**src/rtl/ucie_ctl_sb_tx_serializer.sv**
```systemverilog
// Sideband TX serializer: buffers one header/data packet and shifts 32-bit phases out on an NC-bit lane.
// Optional build macro UCIE_CTL_SB_TX_PARITY_EN inserts CP/DP parity into header bits 62/63 on capture.
module ucie_ctl_sb_tx_serializer #(
    parameter int NC = 8
) (
    input  logic          i_clk,
    input  logic          i_rst,
    input  logic [63:0]   i_header,
    input  logic [63:0]   i_data,
    input  logic [1:0]    i_buf_en,
    input  logic [1:0]    i_shift_load,
    input  logic [1:0]    i_phase_sel,
    output logic [NC-1:0] o_sb_tx_data,
    output logic          o_sb_tx_vld,
    output logic          o_done_shift
);

    localparam int         BEATS      = 32 / NC;
    localparam logic [2:0] BEATS_INIT = 3'(BEATS);

    logic [63:0] hdr_q,   hdr_d;
    logic [63:0] data_q,  data_d;
    logic [31:0] sreg_q,  sreg_d;
    logic [2:0]  beats_q, beats_d;
    logic        done_q,  done_d;
    logic [31:0] phase_word;

    // Loads always read the registered buffers, so a same-edge capture is not seen yet.
    always_comb begin
        phase_word = hdr_q[31:0];
        case (i_phase_sel)
            2'd0:    phase_word = hdr_q[31:0];
            2'd1:    phase_word = hdr_q[63:32];
            2'd2:    phase_word = data_q[31:0];
            default: phase_word = data_q[63:32];
        endcase
    end

    always_comb begin
        hdr_d   = hdr_q;
        data_d  = data_q;
        sreg_d  = sreg_q;
        beats_d = beats_q;
        done_d  = 1'b0;

        if (i_buf_en[0]) begin
`ifdef UCIE_CTL_SB_TX_PARITY_EN
            hdr_d[61:0] = i_header[61:0];
            hdr_d[62]   = ^i_header[61:0];
`else
            hdr_d = i_header;
`endif
        end
        if (i_buf_en[1]) begin
            data_d = i_data;
`ifdef UCIE_CTL_SB_TX_PARITY_EN
            hdr_d[63] = ^i_data;
`endif
        end

        case (i_shift_load)
            2'b01: begin
                sreg_d  = phase_word;
                beats_d = BEATS_INIT;
                done_d  = (BEATS_INIT == 3'd1);
            end
            2'b10: begin
                // The last beat stays on the lane data bits; only the counter drops to zero.
                if (beats_q > 3'd1) begin
                    sreg_d  = sreg_q >> NC;
                    beats_d = beats_q - 3'd1;
                    done_d  = (beats_q == 3'd2);
                end else if (beats_q == 3'd1) begin
                    beats_d = 3'd0;
                end
            end
            default: begin
            end
        endcase
    end

    always_ff @(posedge i_clk or negedge i_rst) begin
        if (!i_rst) begin
            hdr_q   <= '0;
            data_q  <= '0;
            sreg_q  <= '0;
            beats_q <= '0;
            done_q  <= 1'b0;
        end else begin
            hdr_q   <= hdr_d;
            data_q  <= data_d;
            sreg_q  <= sreg_d;
            beats_q <= beats_d;
            done_q  <= done_d;
        end
    end

    assign o_sb_tx_data = sreg_q[NC-1:0];
    assign o_sb_tx_vld  = (beats_q != 3'd0);
    assign o_done_shift = done_q;

endmodule

```
**config.mk**
```make
export PLATFORM = sky130hd
export DESIGN_NAME = ucie_ctl_sb_tx_serializer
export DESIGN_NICKNAME = d
export VERILOG_FILES = /design/src/rtl/ucie_ctl_sb_tx_serializer.sv
export SDC_FILE = /design/constraint.sdc
export NUM_CORES = 1
export LEC_CHECK = 0
export CAP_MARGIN = 20
export CORE_MARGIN = 2
export CORE_UTILIZATION = 60
export DETAILED_ROUTE_END_ITERATION = 6
export DONT_BUFFER_PORTS = 1
export GPL_TIMING_DRIVEN = 0
export PLACE_DENSITY = 0.77
export SYNTH_ARGS = -nofsm -noshare
export SYNTH_HDL_FRONTEND = slang
export SYNTH_SLANG_ARGS = --single-unit
```
**constraint.sdc**
```tcl
create_clock -name i_clk -period 3.3 [get_ports i_clk]
set_input_delay 0.33 -clock i_clk [delete_from_list [all_inputs] [get_ports i_clk]]
set_output_delay 0.33 -clock i_clk [all_outputs]
set_load 0.02 [all_outputs]
```
======== Word level (Yosys, flattened, before mapping) ========
Index checks and enable logic that the tools add are counted.
cells by class
  $add $sub $neg .......................... 1
  order comparisons ....................... 1
  eq/ne operators ......................... 8
  muxes and demuxes ....................... 8
  reduce and logical (&&, ||, !) cells .... 5
operators by type and width
  operator                                                        number
  one-hot mux 32 bit (3 select lines)                             1
  one-hot mux 32 bit (2 select lines)                             1
  2-to-1 mux 32 bit                                               1
  2-to-1 mux 3 bit                                                2
  one-hot mux 3 bit (2 select lines)                              1
  == test 2 x 1 -> 1 bit (second input constant)                  2
  == test 2 bit (second input constant)                           2
  AND reduction 2 bit                                             2
  == test 3 x 1 -> 1 bit (second input constant)                  1
  == test 3 x 2 -> 1 bit (second input constant)                  1
  greater-than comparator 3 x 1 -> 1 bit (second input constant)  1
  != test 3 bit (second input constant)                           1
  nonzero test 3 bit                                              1
  subtractor 3 x 1 -> 3 bit (second input constant)               1
  zero test 2 bit                                                 1
  2-to-1 mux 1 bit                                                2
  != test 2 bit (second input constant)                           1
  nonzero test 2 bit                                              1
word-level totals
  flip-flop bits (word level) ............. 164
  input bits .............................. 136
  output and inout bits ................... 10

======== Longest topological paths before layout ========
  depth after elaboration ................. 4
  gate-level depth with buffers ........... 6

======== Worst setup path after synthesis ========
OpenSTA, ideal clock, no wires.
  path type ............................... input -> register
  from .................................... input i_phase_sel[0]
  to ...................................... register sreg_q[30]
  data arrival time ....................... 1,264 ps
  data required time ...................... 3,174 ps
  setup slack ............................. 1,910 ps
  stages on the path ...................... 3
  buffers on the path ..................... 1
  cells stage by stage .................... buf_6 mux4_2 a221o_1
on the way
  word-level cells in the longest chain between the ends .. 3
  elaborated cells on any way between the ends .. 5
ends and longest elaborated chain
  what                                         RTL line  RTL
  start, declared                              12        input logic [1:0] i_phase_sel,
  == test 2 bit, or another cell as far along  31        case (i_phase_sel)
  one-hot mux 32 bit (3 select lines) (*)      31
  one-hot mux 32 bit (2 select lines) (*)      61        case (i_shift_load)
  end signal, assigned                         92        sreg_q <= sreg_d;
  end, declared                                23        logic [31:0] sreg_q, sreg_d;
Mark *: on every way between the ends. The rest lies on a longest branch, timed or not.
A chain may end at the register's enable or synchronous reset.

======== Worst setup path in the final report ========
  from .................................... register beats_q[1]
  to ...................................... output o_sb_tx_vld
on the way
  word-level cells in the longest chain between the ends .. 1
ends and longest elaborated chain
  what                    RTL line  RTL
  start, declared         24        logic [2:0] beats_q, beats_d;
  start signal, assigned  93        beats_q <= beats_d;
  nonzero test 3 bit      99        assign o_sb_tx_vld = (beats_q != 3'd0);
  end, declared           14        output logic o_sb_tx_vld,
No other way between the ends.

==> qor.csv <==
stage;metric;value;unit
worst_setup_path;critical path type;reg2out;
clock_network;Clock Tree Buf Depth;2;
worst_setup_path;Slowest cell on crit path;dfrtp_1;
logic_synthesis;top post-synthesis cells by area;dfrtp_1 (54%), mux2_2 (26%), a21oi_1 (3.1%);
power_and_ir_drop;Comb pwr share;0.147;
floorplanning;DIE AREA;13680;µm²
logic_synthesis;commonest cells in the netlist;mux2_2 (177), dfrtp_1 (164), nand2_1 (49);
power_and_ir_drop;internal cell power;3848;µW
hold_path;hold crit path type;in2async;
worst_setup_path;WP buf/inv;1;
worst_setup_path;Cell Chain, Critical Path;inv_1 -> ha_1 -> nand2_1;
worst_setup_path;CP max stage delay;0.49;ns
final_layout;Ant. Diodes;0;
power_and_ir_drop;Max VDD drop;0.0004417;V
power_and_ir_drop;Sw Pwr;1320;µW
worst_setup_path;FF-to-FF path depth;5;
logic_synthesis;mux contribution to synthesized area;0.2838;
floorplanning;Top Ports;146;
worst_setup_path;Reg2Reg Capture Point;sreg_q[5];
logic_synthesis;Synth Instances;589;
logic_synthesis;largest area contributor in the synthesized netlist;dfrtp_1;
detailed_routing;via/cell ratio;5.994;
worst_setup_path;reg2reg start;beats_q[2];
sta;worst-margin pin slew;0.6508;ns
logic_synthesis;Top FF cell, synth;dfrtp_1;
logic_synthesis;Synth Area in Adders;0.006536;
worst_setup_path;worst endpoint required time;2.97;ns
sta;RSZ-0062 raised after global routing;false;
floorplanning;row count;41;
clock_network;H-tree levels;4;
floorplanning;CORE AREA;12520;µm²
grt;initial antenna violation count;2;
logic_synthesis;Post-Synth XOR/XNOR Area;0;
logic_synthesis;Async S/R FF share, synth;1.000;
sta;Max Slew Vio Count;0;
detailed_routing;drt wl/cell;22.02;µm
sta;fin crit share;0.5444;
sta;Rel. slew slack;0.5661;
power_and_ir_drop;Clk network pwr share;0.389;
logic_synthesis;main combinational cell family by area after synthesis;multiplexers;
logic_synthesis;Post-synth EDFFs;0;
clock_network;clock sink total;164;
worst_setup_path;Startpoint Class;register;
detailed_routing;DR vias;4753;
final_layout;Fillers;920;
grt;GRT Total Usage;0.2685;
grt;gr ovfl total;0;
clock_network;Clock Latency Late Sink;0.44;ns
sta;worst hold margin;-0.4102;ns
final_layout;final core occ;0.6770;
power_and_ir_drop;sequential share of power;0.464;
final_layout;Final nets;748;
sta;minimum clock period;1.797;ns
sta;Worst Skew;0.006937;ns
grt;vias in the first global route;5129;
floorplanning;die width;117.0;µm
logic_synthesis;post-synth cell types;28;
place;DP HPWL;12460;µm
power_and_ir_drop;switching share of power;0.2554;
status;outcome;complete, but fails checks;
logic_synthesis;post-synthesis sequential element count;164;
worst_setup_path;CP Capture Type;output port;
floorplanning;Die Y;117.0;µm
grt;first-pass GRT wire length;27100;µm
clock_network;CTS tree;built;
worst_setup_path;R2R setup slack;1.66;ns
worst_setup_path;WP data arrival;1.47;ns
job;max-cap viol count;0;
logic_synthesis;share of Yosys cell area claimed by the top area cell type;0.5359;
logic_synthesis;sequential cell area fraction in the yosys report;0.5359;
logic_synthesis;Mapped Area;7657;µm²
sta;Setup Viol. Count Final;0;
final_layout;layout cells sized above 1;0.4138;
floorplanning;initial core utilization;0.6118;
logic_synthesis;leading cell type by number of instances after synthesis;mux2_2;
worst_setup_path;Crit path max-delay family;flip-flops;
logic_synthesis;Avg Cell Area, Syn;13.00;µm²
grt;largest net degree at the start of global routing;165;
clock_network;TritonCTS Buffers;17;
clock_network;Root Driver;clkbuf_16;
status;violated checks;hold timing;
place;Final GP Congestion;0.9168;
detailed_routing;final wirelength;17460;µm
logic_synthesis;compound-gate portion of the synthesized area;0.07843;
logic_synthesis;Ys Warns;0;
sta;Setup TNS;0;ns
sta;fmax;556.6;MHz
final_layout;Area Overhead vs Synth;10.67;%
power_and_ir_drop;leakage;0.003562;µW
sta;final hold vios;164;
detailed_routing;Pre-Repair DR Iteration Count;4;
logic_synthesis;Post-Synth Simple-Gate Area;0.05621;
detailed_routing;post-route ant nets;0;
clock_network;clk slew on worst S/H paths;0.07;ns
logic_synthesis;syn nets;729;
detailed_routing;starting DRC count in detailed routing;295;
worst_setup_path;Worst Path Max Fanout;8;
power_and_ir_drop;Power Density;609.9;nW/µm²
place;PortBufs;0;
detailed_routing;DRC;0;
[how the worst max path moves through the flow]
stage,cells past startpoint,slack (ns),endpoint,start
after global placement,3,1.50,hdr_q[1],i_buf_en[0]
after CTS,3,1.50,o_sb_tx_vld,beats_q[1]
after floorplan,3,1.91,sreg_q[30],i_phase_sel[0]
final,3,1.50,o_sb_tx_vld,beats_q[1]
after detailed placement,3,1.47,hdr_q[1],i_buf_en[0]
after global routing,3,1.44,o_sb_tx_vld,beats_q[1]
[state kept, by name, indices dropped and copies added, names as in the netlist]
register	cells
sreg_q	32
hdr_q	64
o_done_shift	1
beats_q	3
data_q	64
[layout by cell type (no fill, tap or decap), types with 3 or more instances in the layout]
master      count
inv_1           5
o21ai_0         3
clkinvlp_4      3
buf_2          26
bufinv_16       3
ha_1            4
and3_1          8
mux4_2          8
clkbuf_16      17
buf_4          12
clkinv_2        4
a32oi_1        24
a21oi_1        48
nand2_1        49
mux2_2        177
clkinv_4        3
nor2b_1        26
a221o_1         8
nor2_1          3
clkbuf_1       13
dfrtp_1       164
[metal layers]
layer	vias to the layer above	global-route usage	part of all wire
met5	-	0	0
met4	0	0.09882	0.023
met3	32	0.09784	0.079
met2	142	0.4243	0.48
met1	2420	0.3431	0.42
li1	2159	-	-
[cell families after synthesis]
family / count (synthesis)
fa+ha+maj: 4
mux: 185
compound gates: 89
flops: 164
simple gates: 90
buf+inv: 57
[area by class of cell]
type / count / area (µm²) / share of cell area
flip-flops and latches: 164 / 4104 / 0.4843
inverters: 5 / 18.77 / 0.002215
well taps: 172 / 215.2 / 0.02539
clock inverters: 13 / 158.9 / 0.01875
clock buffers: 19 / 442.9 / 0.05227
multi-input cells: 368 / 3254 / 0.3840
plain buffers: 52 / 280.3 / 0.03307
[power groups by stage]
| stage | clock, µW | combinational [µW] | sequential [µW] |
|---|---|---|---|
| after global placement | 0 | 724 | 2410 |
| after floorplan | 0 | 609 | 2380 |
| after CTS | 2030 | 763 | 2400 |
| final | 2010 | 760 | 2400 |
| after global routing | 2120 | 823 | 2430 |
| after detailed placement | 0 | 751 | 2430 |
[stage by stage]
stage / cells / instance area, µm² / setup slack [ns] / total power [µW] / hold WS, ns
final: 793 / 8474 / 1.503 / 5169 / -0.4102
after global routing: 793 / 8474 / 1.439 / 5366 / -0.4243
after CTS: 793 / 8474 / 1.500 / 5188 / -0.4201
after detailed placement: 761 / 7873 / 1.466 / 3182 / 0.04022
after global placement: 761 / 7873 / 1.504 / 3137 / 0.04039
after floorplan: 589 / 7657 / 1.910 / 2988 / 0.03441
[timing repair]
action                                 4_1_cts  5_1_grt
buffers inserted                             0        0
gates resized for setup                      0        0
endpoints found under the hold margin      164      164
(Power assumes the default switching activity.)
